**src/rtl/regfile_seq_pkg.sv**
```systemverilog
// Shared types and constants for the Simple RISC register-file sequencer.
// Optional trap build: REGFILE_SEQ_ILLEGAL_TRAP_EN adds the HALT state.
package regfile_seq_pkg;

  typedef enum logic [2:0] {
    StWait   = 3'd0,
    StDecode = 3'd1,
    StGetA   = 3'd2,
    StGetB   = 3'd3,
    StExec   = 3'd4,
    StWrReg  = 3'd5,
    StWrImm  = 3'd6
`ifdef REGFILE_SEQ_ILLEGAL_TRAP_EN
    ,
    StHalt   = 3'd7
`endif
  } state_e;

  // Opcode field IR[15:13]
  localparam logic [2:0] OPC_MOV = 3'b110;
  localparam logic [2:0] OPC_ALU = 3'b101;

  // Op field IR[12:11]
  localparam logic [1:0] OP_MOV_IMM = 2'b10;
  localparam logic [1:0] OP_MOV_REG = 2'b00;
  localparam logic [1:0] OP_CMP     = 2'b01;
  localparam logic [1:0] OP_MVN     = 2'b11;

  // Write-back source select
  localparam logic [1:0] VSEL_C   = 2'b00;
  localparam logic [1:0] VSEL_IMM = 2'b01;

endpackage

```
**src/rtl/instr_decode.sv**
```systemverilog
// Combinational field extraction and instruction classification for one IR word.
module instr_decode
  import regfile_seq_pkg::*;
(
  input  logic [15:0] ir,
  output logic [2:0]  rn,
  output logic [2:0]  rd,
  output logic [2:0]  rm,
  output logic [1:0]  op,
  output logic [1:0]  shift,
  output logic [15:0] sximm8,
  output logic        is_mov_imm,
  output logic        is_mov_reg,
  output logic        is_alu,
  output logic        is_cmp,
  output logic        is_mvn,
  output logic        illegal
);

  logic [2:0] opcode;

  // Field slicing, immediate sign extension and class decode
  always_comb begin
    opcode     = ir[15:13];
    op         = ir[12:11];
    rn         = ir[10:8];
    rd         = ir[7:5];
    rm         = ir[2:0];
    shift      = ir[4:3];
    sximm8     = {{8{ir[7]}}, ir[7:0]};
    is_mov_imm = (opcode == OPC_MOV) && (op == OP_MOV_IMM);
    is_mov_reg = (opcode == OPC_MOV) && (op == OP_MOV_REG);
    is_alu     = (opcode == OPC_ALU);
    is_cmp     = is_alu && (op == OP_CMP);
    is_mvn     = is_alu && (op == OP_MVN);
    illegal    = !(is_mov_imm || is_mov_reg || is_alu);
  end

endmodule

```
**src/rtl/regfile_sequencer.sv**
```systemverilog
// Moore control FSM sequencing register file, A/B/C/status loads and ALU for one
// Simple RISC instruction at a time.
// Optional: REGFILE_SEQ_ILLEGAL_TRAP_EN traps illegal instructions in HALT with err.
module regfile_sequencer
  import regfile_seq_pkg::*;
(
  input  logic        clk,
  input  logic        reset_n,
  input  logic        s,
  input  logic [15:0] in,
  output logic        w,
  output logic [2:0]  readnum,
  output logic [2:0]  writenum,
  output logic        write,
  output logic        loada,
  output logic        loadb,
  output logic        loadc,
  output logic        loads,
  output logic        asel,
  output logic        bsel,
  output logic [1:0]  vsel,
  output logic [1:0]  aluop,
  output logic [1:0]  shift,
  output logic [15:0] sximm8
`ifdef REGFILE_SEQ_ILLEGAL_TRAP_EN
  ,
  output logic        err
`endif
);

  state_e      state_q, state_d;
  logic [15:0] ir_q;

  logic [2:0] rn, rd, rm;
  logic [1:0] op;
  logic       is_mov_imm, is_mov_reg, is_alu, is_cmp, is_mvn, illegal;

  instr_decode u_decode (
    .ir         (ir_q),
    .rn         (rn),
    .rd         (rd),
    .rm         (rm),
    .op         (op),
    .shift      (shift),
    .sximm8     (sximm8),
    .is_mov_imm (is_mov_imm),
    .is_mov_reg (is_mov_reg),
    .is_alu     (is_alu),
    .is_cmp     (is_cmp),
    .is_mvn     (is_mvn),
    .illegal    (illegal)
  );

  assign aluop = op;

  // State register and IR; IR only loads on an accepted start
  always_ff @(posedge clk or negedge reset_n) begin
    if (!reset_n) begin
      state_q <= StWait;
      ir_q    <= '0;
    end else begin
      state_q <= state_d;
      if (state_q == StWait && s) begin
        ir_q <= in;
      end
    end
  end

`ifdef REGFILE_SEQ_ILLEGAL_TRAP_EN
  logic err_q;

  // Sticky trap flag, cleared only by reset
  always_ff @(posedge clk or negedge reset_n) begin
    if (!reset_n) begin
      err_q <= 1'b0;
    end else if (state_q == StDecode && illegal) begin
      err_q <= 1'b1;
    end
  end

  assign err = err_q;
`endif

  // Next-state selection
  always_comb begin
    state_d = state_q;
    case (state_q)
      StWait:   if (s) state_d = StDecode;
      StDecode: begin
        if (is_mov_imm) begin
          state_d = StWrImm;
        end else if (is_mov_reg || is_mvn) begin
          state_d = StGetB;
        end else if (is_alu) begin
          state_d = StGetA;
        end else begin
`ifdef REGFILE_SEQ_ILLEGAL_TRAP_EN
          state_d = StHalt;
`else
          state_d = StWait;
`endif
        end
      end
      StGetA:   state_d = StGetB;
      StGetB:   state_d = StExec;
      StExec:   state_d = is_cmp ? StWait : StWrReg;
      StWrReg:  state_d = StWait;
      StWrImm:  state_d = StWait;
`ifdef REGFILE_SEQ_ILLEGAL_TRAP_EN
      StHalt:   state_d = StHalt;
`endif
      default:  state_d = StWait;
    endcase
  end

  // Moore control outputs decoded from state and IR only
  always_comb begin
    w        = 1'b0;
    readnum  = 3'd0;
    writenum = 3'd0;
    write    = 1'b0;
    loada    = 1'b0;
    loadb    = 1'b0;
    loadc    = 1'b0;
    loads    = 1'b0;
    asel     = 1'b0;
    bsel     = 1'b0;
    vsel     = VSEL_C;
    case (state_q)
      StWait: w = 1'b1;
      StGetA: begin
        readnum = rn;
        loada   = 1'b1;
      end
      StGetB: begin
        readnum = rm;
        loadb   = 1'b1;
      end
      StExec: begin
        asel  = is_mov_reg;
        loads = is_cmp;
        loadc = !is_cmp;
      end
      StWrReg: begin
        writenum = rd;
        vsel     = VSEL_C;
        write    = 1'b1;
      end
      StWrImm: begin
        writenum = rn;
        vsel     = VSEL_IMM;
        write    = 1'b1;
      end
      default: ;
    endcase
  end

endmodule

```
**config.mk**
```make
export PLATFORM = sky130hd
export DESIGN_NAME = regfile_sequencer
export DESIGN_NICKNAME = d
export VERILOG_FILES = /design/src/rtl/regfile_seq_pkg.sv /design/src/rtl/instr_decode.sv /design/src/rtl/regfile_sequencer.sv
export SDC_FILE = /design/constraint.sdc
export NUM_CORES = 1
export LEC_CHECK = 0
export BUFFER_PORTS_ARGS = -buffer_cell sky130_fd_sc_hd__clkbuf_2
export CELL_PAD_IN_SITES_DETAIL_PLACEMENT = 2
export CELL_PAD_IN_SITES_GLOBAL_PLACEMENT = 2
export CORE_ASPECT_RATIO = 1.4
export CORE_MARGIN = 2
export CORE_UTILIZATION = 28
export DETAILED_ROUTE_END_ITERATION = 6
export HOLD_SLACK_MARGIN = 0.08
export PLACE_DENSITY = 0.85
export RECOVER_POWER = 100
export SLEW_MARGIN = 20
export SYNTH_ARGS = -nofsm -noshare
export SYNTH_HDL_FRONTEND = slang
export SYNTH_SLANG_ARGS = --single-unit
```
**constraint.sdc**
```tcl
create_clock -name clk -period 4.1 [get_ports clk]
set_input_delay 0.205 -clock clk [delete_from_list [all_inputs] [get_ports clk]]
set_output_delay 0.205 -clock clk [all_outputs]
set_load 0.005 [all_outputs]
```
==> flow_summary.json, run 1 <==
{
  "drtAntennaViolNets": 0,
  "dr.pass1.iters": 4,
  "end_kind": "register",
  "core_sq_um": 3950,
  "worst_pin_slew_ns": 1.07,
  "yosysTopAreaCellShare_pct": 41.4,
  "combPwrFrac_pct": 42.3,
  "cts_made_buffers": 3,
  "die_w_microns": 58.1,
  "crit_required_ns": 4.25,
  "min_from": "in[15]",
  "clk_pin_slew_ns": 0.07,
  "place_hpwl_microns": 2210,
  "start_util_pct": 29.1,
  "final_util_pct": 32.8,
  "gp_congestion": 0.804,
  "cts_htree_levels": 1,
  "p_sw_share_pct": 38.7,
  "finalCritPeriodShare_pct": 54.2,
  "finClkSkew_ns": 0.00227,
  "synthTopCellsByArea": "dfrtp_1, buf_4, mux2_1",
  "fillCellCount": 452,
  "drive_gt1_share_pct": 32.6,
  "remaining_drc_errors": 0,
  "die-area_sq_um": 4640,
  "max_cap_violations": 0,
  "grt_pass1_wl_microns": 4330,
  "syn_inst": 110,
  "root_buffer": "clkbuf_8",
  "grt_max_degree": 20,
  "grt_overflow": 0,
  "grt_pass1_vias": 916,
  "fin_crit_ns": 2.22,
  "synth_seq_area_share_pct": 41.4,
  "rsz0062_at_grt": "false",
  "syn_area_sq_um": 1150,
  "cts_tree": "yes",
  "final_max_slew_viol_count": 0,
  "path_delay_family": "simple AND/OR/NAND/NOR gates",
  "nets": 161,
  "outcome": "finished clean",
  "dp.cells": 179,
  "reg2reg_setup_slack_ns": 1.88,
  "worstSetupPathType": "register to register",
  "worst-path-max-fanout": 16,
  "multi_input_area_sq_um": 454,
  "cts_sinks": 19,
  "hold-worst-slack_ns": 0.160,
  "area_growth_pct": 12.7,
  "rr_endpoint": "ir_q[6]",
  "ios": 55,
  "pwr-share-seq_pct": 42.6,
  "stdcell_count": 184,
  "crit_path_top_delay_cell": "and2_0",
  "p_int_uw": 541,
  "num_rows": 27,
  "n_antenna_cell": 0,
  "reg2regPathDepth": 3,
  "drt_iter0_drc": 14,
  "arrival_ns": 2.37,
  "p_switching_uw": 342,
  "antenna_found_initial": 0,
  "cp_slowest_stage_delay_ns": 0.88,
  "finalSetupViolCount": 0,
  "power_leakage_uw": 0.000594,
  "path_buf_inv": 0,
  "crit_chain": "nor3_1, and2_0, mux2_2",
  "hold_viol_final": 0,
  "r2r-start": "state_q[0]",
  "cts-resized-gates": 0,
  "cp-start-kind": "register",
  "clockBufferDepth": 2,
  "wl_per_cell_microns": 15.1,
  "avgViaCountPerCell": 4.59,
  "synth-seq-cells": 19,
  "synth.largest_area_cell": "dfrtp_1",
  "vias": 845,
  "min-delay-path-class": "input port to register",
  "slew_headroom_pct": 28.4,
  "die_h_microns": 79.8,
  "finalWirelength_microns": 2780,
  "hold_depth": 2,
  "clock.fmax_ghz": 0.450,
  "worstHoldEndpoint": "ir_q[15]",
  "peakVddDrop_uv": 273,
  "synth_cell_types": 29,
  "power.density_nw_per_um2": 682,
  "seqCellArea_sq_um": 475,
  "port_buffers": 52,
  "clkPwrFrac_pct": 15.1,
  "clkLatencyLatePin_ns": 0.26,
  "yosys_warnings": 0,
  "placed_area_sq_um": 1270,
  "track_usage_pct": 12.6,
  "avgSynthCellArea_sq_um": 10.4,
  "timing.setup.tns_ns": 0,
  "design_area_sq_um": 1290
}
flip-flops by register name, summed over array words and instances, names as in the netlist:
| signal | cells |
|---|---|
| state_q | 3 |
| ir_q | 16 |
how the worst max path moves through the flow:
stage	start	end	cells after the start
CTS	state_q[0]	ir_q[6]	3
global route	state_q[0]	ir_q[6]	3
global placement	state_q[0]	ir_q[6]	3
finish	state_q[0]	ir_q[6]	3
detailed placement	state_q[0]	ir_q[6]	3
floorplan	state_q[0]	ir_q[0]	5
worst register-to-register path: cells and delay by family (launching register included):
kind             cells  cell delay, ns
muxes                1            0.42
DFF                  1            0.52
and+or+nand+nor      2            1.17
synthesized netlist by cell type:
cell,n
a22oi_1,3
o21ai_0,1
mux2_1,14
buf_2,1
nor2b_1,6
nand2_1,2
nor2_1,7
mux2_2,3
dfrtp_1,19
nor3_2,1
o311ai_2,1
or3b_4,1
or3b_1,1
o21ai_1,1
o21bai_1,1
conb_1,1
o21a_1,2
inv_1,2
buf_4,23
a211o_1,1
buf_6,1
and2_1,2
and2b_1,1
nor3_1,2
nand3b_1,1
clkbuf_1,2
nand2b_1,5
a21oi_1,4
inv_2,1
placed cells by master, fill, tap and decap left out, types with 4 or more instances in the layout:
cell	synthesis	final
dfrtp_1	19	19
nand2b_1	5	5
nor2_1	7	7
a21oi_1	4	4
mux2_1	14	14
clkbuf_2	0	40
nor2b_1	6	6
clkbuf_1	2	13
per-stage QoR:
step | setup slack [ns] | total power, uW
2_1_floorplan | 2.67 | 739
3_3_place_gp | 2.25 | 759
3_5_place_dp | 2.12 | 789
4_1_cts | 2.10 | 929
5_1_grt | 1.59 | 964
6_report | 1.88 | 883
cells by family (layout without fill, tap and decap cells):
logic type	Yosys count	in the layout	synth area share [%]
simple gates	29	29	14.8
other cells	1	2	0.326
buf+inv	30	60	18.1
flops	19	19	41.4
mux	17	17	16.7
compound gates	14	14	8.71
layer usage:
layer / GRT usage, % / vias to the layer above / wire length, microns
met5: 0 / - / 0
met4: 5.58 / 0 / 49
met3: 2.59 / 5 / 175
met2: 23.4 / 38 / 1500
met1: 13.3 / 397 / 1050
li1: - / 405 / -
power groups by stage:
stage / registers [uW] / clock network, uW / logic [uW]
after CTS: 381 / 138 / 410
after floorplan: 338 / 0 / 401
after global routing: 397 / 150 / 417
after global placement: 373 / 0 / 386
final: 376 / 133 / 374
after detailed placement: 384 / 0 / 405
layout make-up:
class / instances / share of cell area, %
Inverter: 3 / 0.870
Timing Repair Buffer: 53 / 19.7
Clock buffer: 4 / 3.48
Sequential cell: 19 / 36.7
Multi-Input combinational cell: 62 / 35.1
Tap cell: 43 / 4.15
what timing repair did:
item	CTS	global route
hold buffers	1	0
setup buffers	0	0
endpoints found under the hold margin	19	0
Note: power is estimated with default switching activity, not from simulation.
==> run 2, diff against run 1 <==
- ABC_AREA: default -> 1
- CORE_UTILIZATION: 28 -> 24
- PLACE_DENSITY: 0.85 -> 0.8
- clock period: 4.1 -> 2.1 ns (I/O delays scaled with it)
==> flow_summary.json, run 2 <==
{
  "outcome": "finished clean",
  "synth-seq-cells": 19,
  "grt_overflow": 0,
  "cts-resized-gates": 0,
  "fin_crit_ns": 1.63,
  "seqCellArea_sq_um": 475,
  "clockBufferDepth": 2,
  "core_sq_um": 4570,
  "async_flop_share_pct": 100,
  "drive_gt1_share_pct": 23.8,
  "synth_cell_types": 19,
  "final_max_slew_viol_count": 0,
  "worst_pin_slew_ns": 1.09,
  "hold_viol_final": 0,
  "fillCellCount": 607,
  "synthTopCellsByCount": "nand2_1, buf_4, dfrtp_1",
  "placed_area_sq_um": 1290,
  "cts_setup_buffers": 0,
  "dr.pass1.iters": 2,
  "final_common_cell": "nand2_1",
  "cp_common_cell": "nor2_1",
  "cts_sinks": 19,
  "cts_tree": "yes",
  "rsz0062_at_grt": "false",
  "power_leakage_uw": 0.000750,
  "most-common-layout-cells": "nand2_1, clkbuf_2, clkbuf_1",
  "grt_pass1_wl_microns": 5600,
  "num_rows": 29,
  "gp_congestion": 0.725,
  "synth_most_common_cell": "nand2_1",
  "vias": 1063,
  "antenna_found_initial": 0,
  "clock.fmax_ghz": 0.613,
  "remaining_drc_errors": 0,
  "die_w_microns": 62.6,
  "grt_max_degree": 24,
  "design_area_sq_um": 1370,
  "regMostFlops": "ir_q",
  "worst-path-max-fanout": 23,
  "syn_inst": 147,
  "clk_pin_slew_ns": 0.08,
  "largest_reg_flops": 16,
  "yosys_warnings": 0,
  "clkLatencyLatePin_ns": 0.26,
  "cp_slowest_stage_delay_ns": 0.43,
  "n_antenna_cell": 0,
  "synth_seq_area_share_pct": 41.2,
  "power.density_nw_per_um2": 1290,
  "setup_ws_ns": 0.470,
  "die_h_microns": 86.0,
  "timing.setup.tns_ns": 0,
  "final_util_pct": 30.0,
  "finalCritPeriodShare_pct": 77.6,
  "grt_pass1_vias": 1150,
  "yosysTopAreaCellShare_pct": 41.2,
  "area_growth_pct": 18.8,
  "cp-start-kind": "register",
  "multi_input_area_sq_um": 407,
  "ios": 55,
  "finalSetupViolCount": 0,
  "cts_htree_levels": 1,
  "arrival_ns": 1.78,
  "peakVddDrop_uv": 492,
  "finalWirelength_microns": 3260,
  "start_util_pct": 25.2,
  "cts_made_buffers": 3,
  "crit_required_ns": 2.25,
  "avgSynthCellArea_sq_um": 7.85,
  "finClkSkew_ns": 0.00842,
  "synth_flop_cell": "dfrtp_1",
  "nets": 205,
  "root_buffer": "clkbuf_8",
  "slew_headroom_pct": 27.2,
  "track_usage_pct": 13.2,
  "wl_per_cell_microns": 13.2,
  "drtAntennaViolNets": 0,
  "crit_chain": "nor2_1, nand2_2, inv_1, nand2_4, nor2_1, a21oi_2",
  "end_kind": "register",
  "worstSetupPathType": "register to register",
  "port_buffers": 52,
  "crit_path_top_delay_cell": "dfrtp_1",
  "min-delay-path-class": "input port to register",
  "place_hpwl_microns": 2500,
  "die-area_sq_um": 5390,
  "synth_edf_count": 0,
  "total_power_uw": 1760,
  "pre_cts_ws_ns": 0.645,
  "synthTopCellsByArea": "dfrtp_1, buf_4, nand2_1",
  "cts_hold_buf": 7,
  "syn_area_sq_um": 1150,
  "drt_iter0_drc": 17,
  "reg_top3": "ir_q: 16 flops, state_q: 3 flops",
  "max_cap_violations": 0,
  "avgViaCountPerCell": 4.30,
  "synth.largest_area_cell": "dfrtp_1"
}
run 2: changes by cell type after synthesis, sizes merged, moves of 6 or more:
cell | previous run | this run
inv | 3 | 16
nand3 | 0 | 14
mux2 | 17 | 0
nor2b | 6 | 0
nor2 | 7 | 17
nand2 | 2 | 36
run 2: path summary, 6_finish.rpt:
path,from,endpoint,slack [ns],cells after the start
max,state_q[1],ir_q[6],0.47,6
min,in[13],ir_q[13],0.08,3
max reg2reg,state_q[1],ir_q[6],0.47,6
min reg2reg,ir_q[3],ir_q[3],0.51,2
max in group asynchronous,reset_n,ir_q[13],0.88,2
min in group asynchronous,reset_n,ir_q[14],0.56,2
run 2: logic make-up after synthesis:
logic type      after synthesis  share of synthesized area (%)
simple gates                 69                           26.1
buf+inv                      42                           22.8
flops                        19                           41.2
compound gates               16                           9.54
other cells                   1                          0.325
run 2: per-layer routing:
metal	part of all wire [%]	track usage, %	routed length (microns)
met2	54	25.3	1750
met1	40	14.5	1290
met3	5.8	2.36	190
met4	0.83	4.24	27
met5	0	0	0
run 2: critical path, delay by kind of cell (launching register included):
kind            cells  cell delay, ns
simple gates        4            0.76
flops               1            0.43
buf+inv             1            0.29
compound gates      1            0.04
run 2: area by class of cell:
cell class	count	share of cell area, %
Clock buffer	3	3.01
Inverter	16	4.38
Timing Repair Buffer	59	22.2
Multi-Input combinational cell	87	29.7
Tap cell	62	5.66
Sequential cell	19	34.7
Clock inverter	1	0.365
run 2: report_power, final:
| part | internal [uW] | leakage, uW | total (uW) | switching (uW) |
|---|---|---|---|---|
| sequential | 536 | 0.000227 | 692 | 156 |
| clock | 132 | 0.0000255 | 262 | 129 |
| combinational | 299 | 0.000498 | 809 | 510 |
| total | 967 | 0.000750 | 1760 | 796 |
run 2: stage by stage:
| step | instances | hold slack, ns |
|---|---|---|
| floorplan | 148 | -0.191 |
| global placement | 236 | 0.0941 |
| detailed placement | 236 | 0.0997 |
| CTS | 247 | 0.0847 |
| global route | 247 | 0.0951 |
| finish | 247 | 0.0849 |
